File: src/rtl/sat_add_pkg.sv
// Shared types and the saturating add used by sat_add_sched.
// Operands are zero-extended to MAXW bits so one function serves every WIDTH.
package sat_add_pkg;

    localparam int SATCNT_W = 16;
    localparam int MAXW     = 64;

    // Returns {sat, sum}; sum occupies the low w bits, upper bits stay zero.
    function automatic logic [MAXW:0] sat_add(
        input logic [MAXW-1:0] a,
        input logic [MAXW-1:0] b,
        input int unsigned     w
    );
        logic [MAXW:0]   tmp;
        logic [MAXW-1:0] ones;
        logic            carry;
        tmp   = {1'b0, a} + {1'b0, b};
        carry = |(tmp >> w);
        ones  = {MAXW{1'b1}} >> (MAXW - w);
        return {carry, carry ? ones : tmp[MAXW-1:0]};
    endfunction

endpackage

File: src/rtl/sat_add_sched_rr_arb.sv
// Combinational round-robin arbiter: first set request at or after ptr,
// wrapping modulo NREQ.
module rr_arb #(
    parameter  int NREQ = 4,
    localparam int IDW  = $clog2(NREQ)
) (
    input  logic [NREQ-1:0] req,
    input  logic [IDW-1:0]  ptr,
    output logic [NREQ-1:0] gnt,
    output logic [IDW-1:0]  idx
);

    always_comb begin
        logic           found;
        logic [IDW-1:0] j;
        gnt   = '0;
        idx   = '0;
        found = 1'b0;
        for (int k = 0; k < NREQ; k++) begin
            j = IDW'((int'(ptr) + k) % NREQ);
            if (!found && req[j]) begin
                found  = 1'b1;
                gnt[j] = 1'b1;
                idx    = j;
            end
        end
    end

endmodule

File: src/rtl/sat_add_sched.sv
// Round-robin scheduler sharing one saturating adder between NREQ
// requesters, with a single registered response slot and saturation counter.
module sat_add_sched
    import sat_add_pkg::*;
#(
    parameter  int NREQ  = 4,
    parameter  int WIDTH = 32,
    localparam int IDW   = $clog2(NREQ)
) (
    input  logic                  clk,
    input  logic                  rst,
    input  logic [NREQ-1:0]       req_valid,
    output logic [NREQ-1:0]       req_ready,
    input  logic [NREQ*WIDTH-1:0] req_a,
    input  logic [NREQ*WIDTH-1:0] req_b,
    output logic                  rsp_valid,
    input  logic                  rsp_ready,
    output logic [IDW-1:0]        rsp_id,
    output logic [WIDTH-1:0]      rsp_sum,
    output logic                  rsp_sat,
    output logic [SATCNT_W-1:0]   sat_count,
    output logic                  busy
);

    logic [IDW-1:0]  ptr;
    logic [NREQ-1:0] gnt;
    logic [IDW-1:0]  gnt_idx;
    logic            free;
    logic            take;
    logic [WIDTH-1:0] a_sel;
    logic [WIDTH-1:0] b_sel;
    logic [MAXW:0]   res;
    logic            unused;

    rr_arb #(.NREQ(NREQ)) u_arb (
        .req (req_valid),
        .ptr (ptr),
        .gnt (gnt),
        .idx (gnt_idx)
    );

    assign free      = !rsp_valid || rsp_ready;
    assign take      = rst && free && (|req_valid);
    assign req_ready = take ? gnt : '0;
    assign busy      = rsp_valid || (|req_valid);

    assign a_sel  = req_a[int'(gnt_idx)*WIDTH +: WIDTH];
    assign b_sel  = req_b[int'(gnt_idx)*WIDTH +: WIDTH];
    assign res    = sat_add(MAXW'(a_sel), MAXW'(b_sel), WIDTH);
    assign unused = ^res;

    always_ff @(posedge clk) begin
        if (!rst) begin
            ptr       <= '0;
            rsp_valid <= 1'b0;
            rsp_id    <= '0;
            rsp_sum   <= '0;
            rsp_sat   <= 1'b0;
            sat_count <= '0;
        end else if (take) begin
            rsp_valid <= 1'b1;
            rsp_id    <= gnt_idx;
            rsp_sum   <= res[WIDTH-1:0];
            rsp_sat   <= res[MAXW];
            ptr       <= (gnt_idx == IDW'(NREQ-1)) ? '0 : gnt_idx + 1'b1;
            if (res[MAXW] && sat_count != '1)
                sat_count <= sat_count + 1'b1;
        end else if (free) begin
            rsp_valid <= 1'b0;
        end
    end

endmodule

File: config.mk
export PLATFORM = sky130hd
export DESIGN_NAME = sat_add_sched
export DESIGN_NICKNAME = d
export VERILOG_FILES = /design/src/rtl/sat_add_pkg.sv /design/src/rtl/sat_add_sched_rr_arb.sv /design/src/rtl/sat_add_sched.sv
export SDC_FILE = /design/constraint.sdc
export NUM_CORES = 1
export LEC_CHECK = 0
export ABC_AREA = 1
export CAP_MARGIN = 25
export CORE_UTILIZATION = 30
export DETAILED_ROUTE_END_ITERATION = 8
export GPL_TIMING_DRIVEN = 0
export PLACE_DENSITY = 0.62
export SLEW_MARGIN = 20
export SYNTH_ARGS = -nofsm -noshare
export SYNTH_HDL_FRONTEND = slang
export SYNTH_SLANG_ARGS = --single-unit
export TNS_END_PERCENT = 5
File: constraint.sdc
create_clock -name clk -period 11.53 [get_ports clk]
set_clock_uncertainty 0.1 [all_clocks]
set_input_delay 2.306 -clock clk [delete_from_list [all_inputs] [get_ports clk]]
set_output_delay 2.306 -clock clk [all_outputs]
set_load 0.01 [all_outputs]
==> results.cfg, run 1 <==
[clock_network]
cts_resized = 0
cts_root_buf = clkbuf_16
cts_max_level = 2
cts_tree = built
cts_buffer_depth = 2
ctsHoldBuffers = 0
numCtsBuffers = 5
cts_sinks = 54
clkTransAtPathRegs_ns = 0.08
clkLatencyLatePin_ns = 0.30
cts_setup_buffers = 0

[critical_path]
r2r_slack_ns = 6.09
reg2reg_depth = 30
crit_chain = clkdlybuf4s50_1 > inv_2 > nor3_1 > clkbuf_1 > clkbuf_1 > nand2_1 > inv_1 > clkdlybuf4s50_1
critPathMaxFanout = 10
crit_type = in2out
worst_path_max_delay_cell = clkdlybuf4s50_1
cp_data_arrival_time_ns = 4.73
start_kind = input pin
slowest_delay_ns = 0.52
critPathCaptureType = output port
crit_required_ns = 9.12

[synthesis]
synth_common_cells = nand2_1, inv_1, nor2_1
synth_area_um2 = 7908
synth_nets = 1835
synth_top_area_share_pct = 25.73
synthCells = 1530
synthArstFlopShare_pct = 0
avgSynthCellArea_um2 = 5.168
yosysWarnings = 0
synth.most_common_cell = nand2_1
synth_seq_cells = 54
yosys.cell_types.count = 34
yosys-top-cells-area = nand2_1, dfxtp_1, inv_1
ys_seq_area_share_pct = 13.67
synth_ff_type = dfxtp_1
yosys.area.top_type = nand2_1
synth-edff-count = 0

[routing]
num_vias = 10070
wl_per_cell_um = 14.46
routed_wl_um = 31700
drc = 0
viasPerCell = 4.593
first_pass_iters = 5
drt_iter0_drc = 694
ant_nets = 0

[timing]
hold_violations = 0
slew_violations = 0
min_period_ns = 7.133
worst_pin_slew_ns = 0.6378
finalSetupViolations = 0
slew_headroom_pct = 57.48
tns_ns = 0
rsz0062_at_grt = no
finalCritPeriodShare_pct = 61.86
max_clock_freq_mhz = 140.2

[floorplan]
fp.dieArea_um2 = 27010
die_y_um = 164.4
core_um2 = 25980
row_count = 59
io_pins = 320
initial_core_util_pct = 30.43
chipWidth_um = 164.4

[global_route]
grt_max_degree = 19
grt_pass1_vias = 9498
grt_antenna_before_repair = 1
grt_pass1_wl_um = 48970
track_usage_pct = 23.15
grt_overflow_total = 0

[job]
maxCapViolations = 0

[cells_and_area]
syn_to_final_growth_pct = 47.91
fill_cells = 2899
layout.nets = 2161
multi_input_area_um2 = 5507
seq_area_um2 = 1081
drive_gt1_share_pct = 3.931

[placement]
portBuffers = 319
hpwlAfterDp_um = 27020
gp_congestion = 0.9360

[hold_path]
hp-class = reg2reg
hold_depth = 2

[run_status]
status = finished, final reports clean
==> logic make-up (layout without fill, tap and decap cells) <==
family | Yosys count | after routing | share of synthesized area (%)
AO/OA/AOI/OAI | 98 | 98 | 6.646
XOR/XNOR | 27 | 27 | 2.991
adder cells (fa/ha/maj) | 42 | 42 | 6.740
buffers and inverters | 322 | 649 | 16.69
flip-flops | 54 | 54 | 13.67
other | 0 | 1 | 0
AND/OR/NAND/NOR | 987 | 987 | 53.26
==> sequential cells by signal, summed over array words and instances, names as in the netlist <==
| name | cells |
|---|---|
| rsp_sum | 32 |
| sat_count | 16 |
| ptr | 2 |
| rsp_id | 2 |
| rsp_sat | 1 |
| rsp_valid | 1 |
==> worst paths after layout <==
kind                            startpoint            to
worst max register to register      ptr[0]   rsp_sum[28]
worst max-delay path                   rst  req_ready[1]
worst min register to register   rsp_id[0]     rsp_id[0]
worst min-delay path             rsp_id[0]     rsp_id[0]
==> stage by stage <==
stage / cells / hold slack, ns / utilization [%] / cell area (µm²) / setup slack [ns]
after floorplan: 1530 / 0.3900 / - / 7908 / 5.800
after global placement: 2184 / 0.3682 / 44.33 / 11520 / 4.379
after detailed placement: 2184 / 0.3674 / 44.33 / 11520 / 4.313
after CTS: 2192 / 0.3797 / 45.00 / 11690 / 4.360
after global routing: 2193 / 0.3948 / 45.01 / 11700 / 4.148
final: 2193 / 0.3768 / 45.01 / 11700 / 4.397
==> layout by cell type (no fill, tap or decap), drive strengths merged, types with 2 or more instances in the layout <==
cell           count
nand2            547
clkdlybuf4s50    319
inv              257
nor2             227
nand3            117
nand3b            67
a21oi             67
dfxtp             54
buf               50
ha                41
nand4             21
clkbuf            20
xor2              19
o21ai             15
xnor2              8
a31oi              6
nor3               6
o21bai             3
a22oi              2
o2111ai            2
a21o               2
==> per-layer routing <==
layer  vias up  global-route usage, %  routed length [µm]
li1       5333                      -                   -
met1      4400                  28.29               13730
met2       313                  42.73               15450
met3        26                  3.106                2007
met4         0                  4.545                 519
met5         -                      0                   0
==> final cells by class <==
type	count	area share, %
Multi-Input combinational cell	1154	47.08
Timing Repair Buffer	319	27.30
Sequential cell	54	9.243
Inverter	257	8.248
Tap cell	335	3.584
Buffer	65	3.038
Clock buffer	5	1.070
Clock inverter	3	0.4172
Antenna cell	1	0.02139
==> worst max-delay path: cells and delay by family <==
family / cells / cell delay (ns)
buf+inv: 6 / 2.04
simple gates: 2 / 0.37
Power of run 1 is not shown: default switching activity piles up to over one toggle a cycle in this logic, so the estimate is an artifact.
==> inputs of run 2 (changes only) <==
clock period = 6.7 ns   (was 11.53 ns; I/O delays follow)
==> results of run 2 <==
Same layout as run 1 (identical final DEF). Status: finished, final reports clean.
Main changes from that run: setup slack after placement 4.313 ns -> 0.4493 ns; setup slack after layout 4.397 ns -> 0.7512 ns; start point of the critical path rst -> req_valid[3]; end point of the critical path req_ready[1] -> rsp_sum[28]; register-to-register setup slack 6.09 ns -> 1.26 ns
Power of run 2 is left out for the same reason.
==> inputs of run 3 (changes only) <==
DONT_BUFFER_PORTS = 1   (was default)
PLACE_DENSITY = 0.47   (was 0.62)
==> run 3 against run 2 <==
Compared with the run above:
- global-route usage decreased by 1.5 points
- non-clock buffer count decreased by 319
- cell count decreased by 15%
- fmax increased by 9.3%
- utilization decreased by 12 points
- critical path type is now reg2reg
- largest cell class unchanged
- highest routed layer unchanged
==> results.cfg, run 3 (synthesis gave the netlist of run 1 again) <==
[critical_path]
crit_required_ns = 6.79
reg2reg_depth = 30
critPathCaptureType = register
r2r_slack_ns = 1.26
crit_family = simple AND/OR/NAND/NOR gates
crit_buf_inv = 6
slowest_delay_ns = 0.52
crit_type = reg2reg
worst_path_max_delay_cell = dfxtp_1
cp_data_arrival_time_ns = 5.53
critPathMaxFanout = 10
timing.rr.start = ptr[1]
r2r_end = rsp_sum[28]
crit_top_cell = nand2_1
start_kind = register

[clock_network]
clkLatencyLatePin_ns = 0.29
cts_tree = built
cts_buffer_depth = 2
clkTransAtPathRegs_ns = 0.07
cts_root_buf = clkbuf_16
cts_setup_buffers = 0
cts_max_level = 2
cts_resized = 0
numCtsBuffers = 5
cts_sinks = 54
ctsHoldBuffers = 0

[cells_and_area]
layout.nets = 1842
reg.largest.list = rsp_sum x32, sat_count x16
drive_gt1_share_pct = 4.616
largest_register_ffs = 32
max_flop_register = rsp_sum
postLayoutCellArea_um2 = 8494
syn_to_final_growth_pct = 7.421
final_cell_mix = nand2_1, inv_1, nor2_1
final_common_cell = nand2_1

[global_route]
grt_overflow_total = 0
grt_pass1_vias = 8553
grt_antenna_before_repair = 2
grt_pass1_wl_um = 45510
track_usage_pct = 21.66
grt_max_degree = 16

[floorplan]
core_um2 = 25980
die_y_um = 164.4
row_count = 59
io_pins = 320
initial_core_util_pct = 30.43
fp.dieArea_um2 = 27010
chipWidth_um = 164.4

[placement]
placed_area_um2 = 8327
hpwlAfterDp_um = 25180
portBuffers = 0
gp_congestion = 0.8894

[hold_path]
hp-class = reg2reg
min_to = rsp_id[0]
hold_depth = 2
min-delay-start = rsp_id[0]

[run_status]
status = finished, final reports clean

[routing]
first_pass_iters = 5
num_vias = 8951
drt_iter0_drc = 451
drc = 0
ant_nets = 0
wl_per_cell_um = 15.78
routed_wl_um = 29590
viasPerCell = 4.774

[timing]
slew_headroom_pct = 56.63
slew_violations = 0
max_clock_freq_mhz = 183.8
hold_violations = 0
rsz0062_at_grt = no
tns_ns = 0
worst_pin_slew_ns = 0.6505
finalCritPeriodShare_pct = 81.21
finalSetupViolations = 0
min_period_ns = 5.441

[job]
maxCapViolations = 0
==> run 3: changes by cell type in the layout (fill, tap and decap cells not counted) <==
cell,previous run,this run
clkinvlp_4,1,0
inv_8,1,0
clkbuf_1,15,17
clkdlybuf4s50_1,319,0
diode_2,1,2
==> run 3: routing by layer <==
layer	GRT usage (%)	routed length, µm	vias to the layer above
met5	0	0	-
met4	3.704	433	0
met3	3.611	1898	22
met2	38.42	13930	274
met1	27.50	13330	3964
li1	-	-	4691
==> run 3: through the flow <==
stage / util [%] / hold WS (ns) / setup slack [ns] / std cells
6_report: 32.69 / 0.4370 / 1.259 / 1875
5_1_grt: 32.69 / 0.4625 / 0.7397 / 1875
4_1_cts: 32.67 / 0.4382 / 1.250 / 1873
3_5_place_dp: 32.04 / 0.4272 / 1.007 / 1865
3_3_place_gp: 32.04 / 0.4268 / 0.9966 / 1865
2_1_floorplan: - / 0.3900 / 2.177 / 1530
==> run 3: area by class of cell <==
class / count / area, µm²
clock inverter: 1 / 30.03
multi-input combinational: 1154 / 5507
buffer: 65 / 355.3
fill: 3159 / 17490
antenna: 2 / 5.005
clock buffer: 7 / 132.6
inverter: 257 / 964.7
tap: 335 / 419.2
sequential: 54 / 1081
==> run 3: how the worst max path moves through the flow <==
stage	slack, ns	from	cells after the start	endpoint
final	1.26	ptr[1]	30	rsp_sum[28]
after global placement	1.0	req_valid[3]	27	rsp_sum[28]
after global routing	0.74	ptr[1]	30	rsp_sum[28]
after floorplan	2.18	req_valid[3]	28	rsp_sum[6]
after CTS	1.25	ptr[1]	29	rsp_sum[28]
after detailed placement	1.01	req_valid[3]	27	rsp_sum[28]
==> run 3: worst register-to-register path: cells and delay by family (launching register included) <==
kind	cells	cell delay, ns
AND/OR/NAND/NOR	21	2.36
flip-flops	1	0.52
buffers and inverters	6	1.29
adder cells (fa/ha/maj)	3	1.07
Power of run 3 is left out for the same reason.
